==> config.mk <==
export PLATFORM = sky130hd
export DESIGN_NAME = adder_4bit_seq_ctrl
export DESIGN_NICKNAME = d
export VERILOG_FILES = /design/src/rtl/adder_4bit_seq_ctrl.sv
export SDC_FILE = /design/constraint.sdc
export NUM_CORES = 1
export LEC_CHECK = 0
export CORE_UTILIZATION = 51
export DETAILED_ROUTE_END_ITERATION = 7
export PLACE_DENSITY_LB_ADDON = 0.08
export SYNTH_ARGS = -nofsm -noshare
export SYNTH_HDL_FRONTEND = slang
export SYNTH_SLANG_ARGS = --single-unit
export TNS_END_PERCENT = 10
==> constraint.sdc <==
create_clock -name clk -period 5 [get_ports clk]
set_input_delay 1.5 -clock clk [delete_from_list [all_inputs] [get_ports clk]]
set_output_delay 1.5 -clock clk [all_outputs]
set_load 0.005 [all_outputs]
==> src/rtl/adder_4bit_seq_ctrl.sv <==
// adder_4bit_seq_ctrl
// Performs a (4*NIBBLES)-bit addition by time-multiplexing a single external
// 4-bit adder slice. Operands are latched on an accepted start, one nibble per
// cycle is presented to the slice (LSB first), the slice carry is registered
// between cycles, and the assembled sum is held until the next accepted start.
module adder_4bit_seq_ctrl #(
  parameter int NIBBLES = 4
) (
  input  logic                 clk,
  input  logic                 rst,
  input  logic                 start,
  input  logic [4*NIBBLES-1:0] op_a,
  input  logic [4*NIBBLES-1:0] op_b,
  input  logic                 cin,
  output logic                 busy,
  output logic                 done,
  output logic [4*NIBBLES-1:0] sum,
  output logic                 cout,
  output logic [3:0]           add_a,
  output logic [3:0]           add_b,
  output logic                 add_cin,
  input  logic [3:0]           add_s,
  input  logic                 add_cout
);

  localparam int W  = 4 * NIBBLES;
  localparam int IW = (NIBBLES > 1) ? $clog2(NIBBLES) : 1;

  typedef enum logic [1:0] {
    S_IDLE = 2'd0,
    S_RUN  = 2'd1,
    S_DONE = 2'd2
  } state_e;

  state_e          state_q, state_d;
  logic [W-1:0]    a_q, a_d;
  logic [W-1:0]    b_q, b_d;
  logic [W-1:0]    sum_q, sum_d;
  logic            carry_q, carry_d;
  logic            cout_q, cout_d;
  logic [IW-1:0]   idx_q, idx_d;

  logic [3:0]      nib_a, nib_b;
  logic            last_nib;
  logic            accept;

  // Select the operand nibbles addressed by the current index.
  always_comb begin
    // NOTE: every variable written here gets a default first; a path that
    // leaves one unassigned would infer a latch.
    nib_a = '0;
    nib_b = '0;
    for (int i = 0; i < NIBBLES; i++) begin
      if (idx_q == IW'(i)) begin
        nib_a = a_q[4*i +: 4];
        nib_b = b_q[4*i +: 4];
      end
    end
  end

  assign last_nib = (idx_q == IW'(NIBBLES - 1));

  // A start is honoured only when no operation is in flight (IDLE or DONE).
  assign accept = start && (state_q != S_RUN);

  // Next-state and output decode; the slice is only driven while running.
  always_comb begin
    state_d = state_q;
    a_d     = a_q;
    b_d     = b_q;
    sum_d   = sum_q;
    carry_d = carry_q;
    cout_d  = cout_q;
    idx_d   = idx_q;
    busy    = 1'b0;
    done    = 1'b0;
    add_a   = '0;
    add_b   = '0;
    add_cin = 1'b0;

    case (state_q)
      S_IDLE: begin
        // Acceptance handled below, shared with DONE.
      end

      S_RUN: begin
        busy    = 1'b1;
        add_a   = nib_a;
        add_b   = nib_b;
        add_cin = carry_q;
        for (int i = 0; i < NIBBLES; i++) begin
          if (idx_q == IW'(i)) begin
            sum_d[4*i +: 4] = add_s;
          end
        end
        carry_d = add_cout;
        if (last_nib) begin
          // Index is left at its last value so it never wraps inside RUN.
          cout_d  = add_cout;
          state_d = S_DONE;
        end else begin
          idx_d = idx_q + IW'(1);
        end
      end

      S_DONE: begin
        done    = 1'b1;
        state_d = S_IDLE;
      end

      default: begin
        state_d = S_IDLE;
      end
    endcase

    // A start in IDLE, or in DONE for back-to-back operation, latches operands.
    if (accept) begin
      a_d     = op_a;
      b_d     = op_b;
      carry_d = cin;
      idx_d   = '0;
      sum_d   = '0;
      cout_d  = 1'b0;
      state_d = S_RUN;
    end
  end

  // State and datapath registers; an asserted rst aborts any operation at once.
  always_ff @(posedge clk or posedge rst) begin
    if (rst) begin
      // NOTE: the operand latches are a handful of flops rather than a memory
      // array, so resetting them with everything else is cheap and keeps the
      // slice inputs deterministic after an abort.
      state_q <= S_IDLE;
      a_q     <= '0;
      b_q     <= '0;
      sum_q   <= '0;
      carry_q <= 1'b0;
      cout_q  <= 1'b0;
      idx_q   <= '0;
    end else begin
      // NOTE: non-blocking assignments so every register samples the
      // pre-edge values computed by the combinational block.
      state_q <= state_d;
      a_q     <= a_d;
      b_q     <= b_d;
      sum_q   <= sum_d;
      carry_q <= carry_d;
      cout_q  <= cout_d;
      idx_q   <= idx_d;
    end
  end

  assign sum  = sum_q;
  assign cout = cout_q;

endmodule

## Yosys cells after proc, flatten, opt, wreduce, memory -nomap -nowiden

Cells that the tools add are included.

- Logic and storage cells: 64
- Output and inout bits: 28
- Bits in registers: 54

- Reduce and logical (&&, ||, !) cells: 14
- Add/subtract/negate cells: 1
- Muxes and demuxes: 30
- Equal/unequal tests: 9

Operator list:

| operator | count |
|---|---|
| $mux 4 | 14 |
| $mux 16 | 2 |
| $reduce_and 2->1 | 6 |
| $mux 2 | 5 |
| $reduce_bool 2->1 | 5 |
| $mux 1 | 8 |
| $eq 2x2->1 const B | 3 |
| $eq 2x1->1 const B | 2 |
| $logic_not 2->1 | 2 |
| $ne 2x1->1 const B | 2 |
| $pmux 2 s2 | 1 |
| $ne 3x3->1 const B | 1 |
| $add 2x1->2 const B | 1 |
| $ne 2x2->1 const B | 1 |
| $logic_and 1x1->1 | 1 |

## Logic depth before layout (Yosys ltp)

- Depth in word-level cells: 6
- Depth in mapped cells: 6
- Mapped depth without buffers: 5

## Least setup slack after synthesis

OpenSTA, ideal clock, no wires.

- Path type: register to output
- Start point: reg idx_q[0]
- End point: out add_b[0]
- Arrival time: 1.397 ns
- Setup slack: 2.103 ns
- Stages on the path, launching flop included: 7
- Cell sequence: dfrtp_1 -> inv_1 -> ha_1 -> and2b_1 -> buf_4 -> a221oi_1 -> o41ai_1

- Longest elaborated chain between the ends: 6
- Elaborated cells between the ends (all ways): 9
- Classes of those cells: eq/ne (3); mux (5); reduce/logical (1)

Ends and longest elaborated chain:

| item | RTL line | text |
|---|---|---|
| start, declared | 41 | `logic [IW-1:0] idx_q, idx_d;` |
| start signal, assigned | 150 | `idx_q <= idx_d;` |
| $logic_not 2->1 | 54 | `if (idx_q == IW'(i)) begin` |
| $mux 4 (3 in a row) | 54 |  |
| $mux 4 (*) | 54 |  |
| $mux 4 (*) | 81 | `case (state_q)` |
| end, declared | 20 | `output logic [3:0] add_b,` |

Mark *: on every way between the ends. The rest lies on a longest branch, timed or not.

## Final worst setup path

- Start point: reg idx_q[1]
- End point: out add_b[2]

Same word-level chain as after synthesis.

==> out/results.ini <==
[outcome]
status = finished with violations
violations = design-rule violations

[setup_path]
crit_fanout = 14
r2r_setup_slack_ps = 3150
cp.required_ps = 3500
path_depth = 6
worstPathCellList = inv_1 -> ha_1 -> and2b_1 -> a221oi_1 -> o41ai_1 -> clkdlybuf4s50_1
ff2ff_path_depth = 4
max_stage_delay_ps = 570
reg2reg_from = idx_q[0]
cp_top_family = buffers and inverters
startpoint_type = flip-flop
critPathSlowestCell = clkdlybuf4s50_1
path_class = flip-flop to primary output
crit_path_end_kind = primary output
critPathBufInv = 2
critPathArrivalTime_ps = 2770
reg2reg_to = sum[8]

[sta]
setup_viol = 0
tns_ps = 0
min_period_ps = 4270
hold_viol_final = 0
relSlewSlack_pct = 28.9
worstMarginPinSlew_ps = 1070
worst_slack_ps = 734
rsz0062_at_grt = false
clock.fmax_ghz = 0.234
timing.final.max_slew_violations = 0
finalCritPeriodShare_pct = 85.3
clock_skew_ps = 8.12

[synth]
synth_most_common_cell = dfrtp_1
synth_edf_count = 0
synth.area.top_cells = dfrtp_1, mux2_2, a32o_1
synth_top_area_share_pct = 55.3
syn_inst = 176
yosysTopAreaCell = dfrtp_1
synth_warnings = 0
synth_cell_types = 28
async_flop_share_pct = 100
netlist_area_sq_um = 2440
syn_avg_cell_area_sq_um = 13.9
synth_common_cells = dfrtp_1, mux2_2, a32o_1
synth_ff_type = dfrtp_1
synth_seq_cells = 54
yosysSeqAreaShare_pct = 55.3
syn_nets = 221

[clocking]
cts_hold_buf = 0
cts-root-buf = clkbuf_8
cts_tree = done
postCtsSetupBuffers = 0
clk_pin_slew_ps = 80
insertion_delay_ps = 300
htree_levels = 2
cts_num_sinks = 54
cts_resized = 0
cts_buffers = 5
cts_buffer_depth = 2

[floorplan]
rows = 24
die_y_um = 71.2
num_io_pins = 69
die_area_sq_um = 5070
die_x_um = 71.2
core-area_sq_um = 4470
start_util_pct = 54.6

[layout]
num-fill-cells = 310
multiInputGateArea_sq_um = 958
antennaDiodeCount = 0
fin_util_pct = 70.6
drive_gt1_share_pct = 17.3
syn2layout_area_growth_pct = 29.2
fin_nets = 282
register_area_sq_um = 1350

[grt]
antenna_found_initial = 0
grt_overflow = 0
grtUsageTotal_pct = 21.8
grt_pass1_wl_um = 8530
grt_pass1_vias = 1783
grt_max_degree = 55

[place]
place_congestion = 0.765
dp_hpwl_um = 3470
place_ws_ps = 1100
portBuffers = 68

[hold_path]
min_path_type = flip-flop to flip-flop
whs_endpoint = b_q[14]
min-delay-start = b_q[14]
whs_path_depth = 1

[routing]
routed_via_density = 5.90
drt-initial-drc-count = 148
vias = 1706
wl_um = 5050
ant_nets = 0
wire_per_inst_um = 17.5
first_pass_iters = 7
post-route-drc-count = 7

[run]
cap_violations = 0

[pwr]
powerDensity_nw_per_um2 = 628
ir_worst_vdd_mv = 0.335
leakage_nw = 1.31

## final cells by class
type | instances | area share [%]
sequential | 54 | 42.8
tap | 52 | 2.06
clock buffer | 7 | 2.42
timing repair buffer | 69 | 21.8
inverter | 5 | 0.594
multi-input combinational | 102 | 30.3
## how the worst max path moves through the flow
stage               startpoint       end  slack, ps
floorplan             idx_q[0]  add_b[0]       2100
global placement      idx_q[0]  add_b[2]       1200
detailed placement    idx_q[1]  add_b[1]       1100
CTS                   idx_q[1]  add_b[1]        750
global route          idx_q[1]  add_a[1]        580
finish                idx_q[1]  add_b[2]        730
## cells in the final DEF, fill, tap and decap left out, types with 2 or more instances in the layout
master           synthesis  layout
mux2i_1                  4       4
clkbuf_8                 0       5
dfrtp_1                 54      54
mux2_1                   4       4
o41ai_1                  8       8
mux2_2                  28      28
a221oi_1                 8       8
ha_1                     4       4
nand3_1                  8       8
clkdlybuf4s50_1          0      68
inv_1                    4       3
a32o_1                  12      12
nor2b_1                  9       9
clkbuf_1                 3       2
inv_2                    1       2
a22o_1                   6       6
## layer usage
layer  track usage (%)  part of all wire (%)  vias to the layer above
met4              6.67                   1.1                        0
met5                 0                     0                        -
li1                  -                     -                      783
met1              27.6                    43                      854
met3              6.05                   6.7                        5
met2              36.8                    50                       64
## per-stage QoR
step | power, mW | cell area (sq um) | hold WS, ps | std cells
final | 1.98 | 3160 | 501 | 289
after global routing | 2.12 | 3160 | 523 | 289
after CTS | 2.00 | 3160 | 503 | 289
after detailed placement | 1.77 | 3080 | 481 | 282
after global placement | 1.73 | 3080 | 477 | 282
after floorplan | 1.39 | 2440 | 464 | 176
## flip-flops by register name, summed over array words and instances, names as in the netlist
| signal | count |
|---|---|
| b_q | 16 |
| a_q | 16 |
| sum | 16 |
| state_q | 2 |
| idx_q | 2 |
| carry_q | 1 |
| cout | 1 |
## report_power, final
group	leakage (nW)	internal, mW	switching [mW]
Sequential	0.659	0.652	0.118
Combinational	0.617	0.576	0.411
Clock	0.0383	0.0968	0.130
Total	1.31	1.32	0.659
## kinds of logic (layout without fill, tap and decap cells)
kind of cell | after synthesis | count (layout) | synth area share [%]
buffers and inverters | 20 | 81 | 5.53
adders and majority gates | 4 | 4 | 2.05
muxes | 37 | 37 | 17.0
AOI/OAI and AO/OA | 37 | 37 | 14.1
and+or+nand+nor | 24 | 24 | 6.04
DFF | 54 | 54 | 55.3
Note: power is estimated with default switching activity, not from simulation.
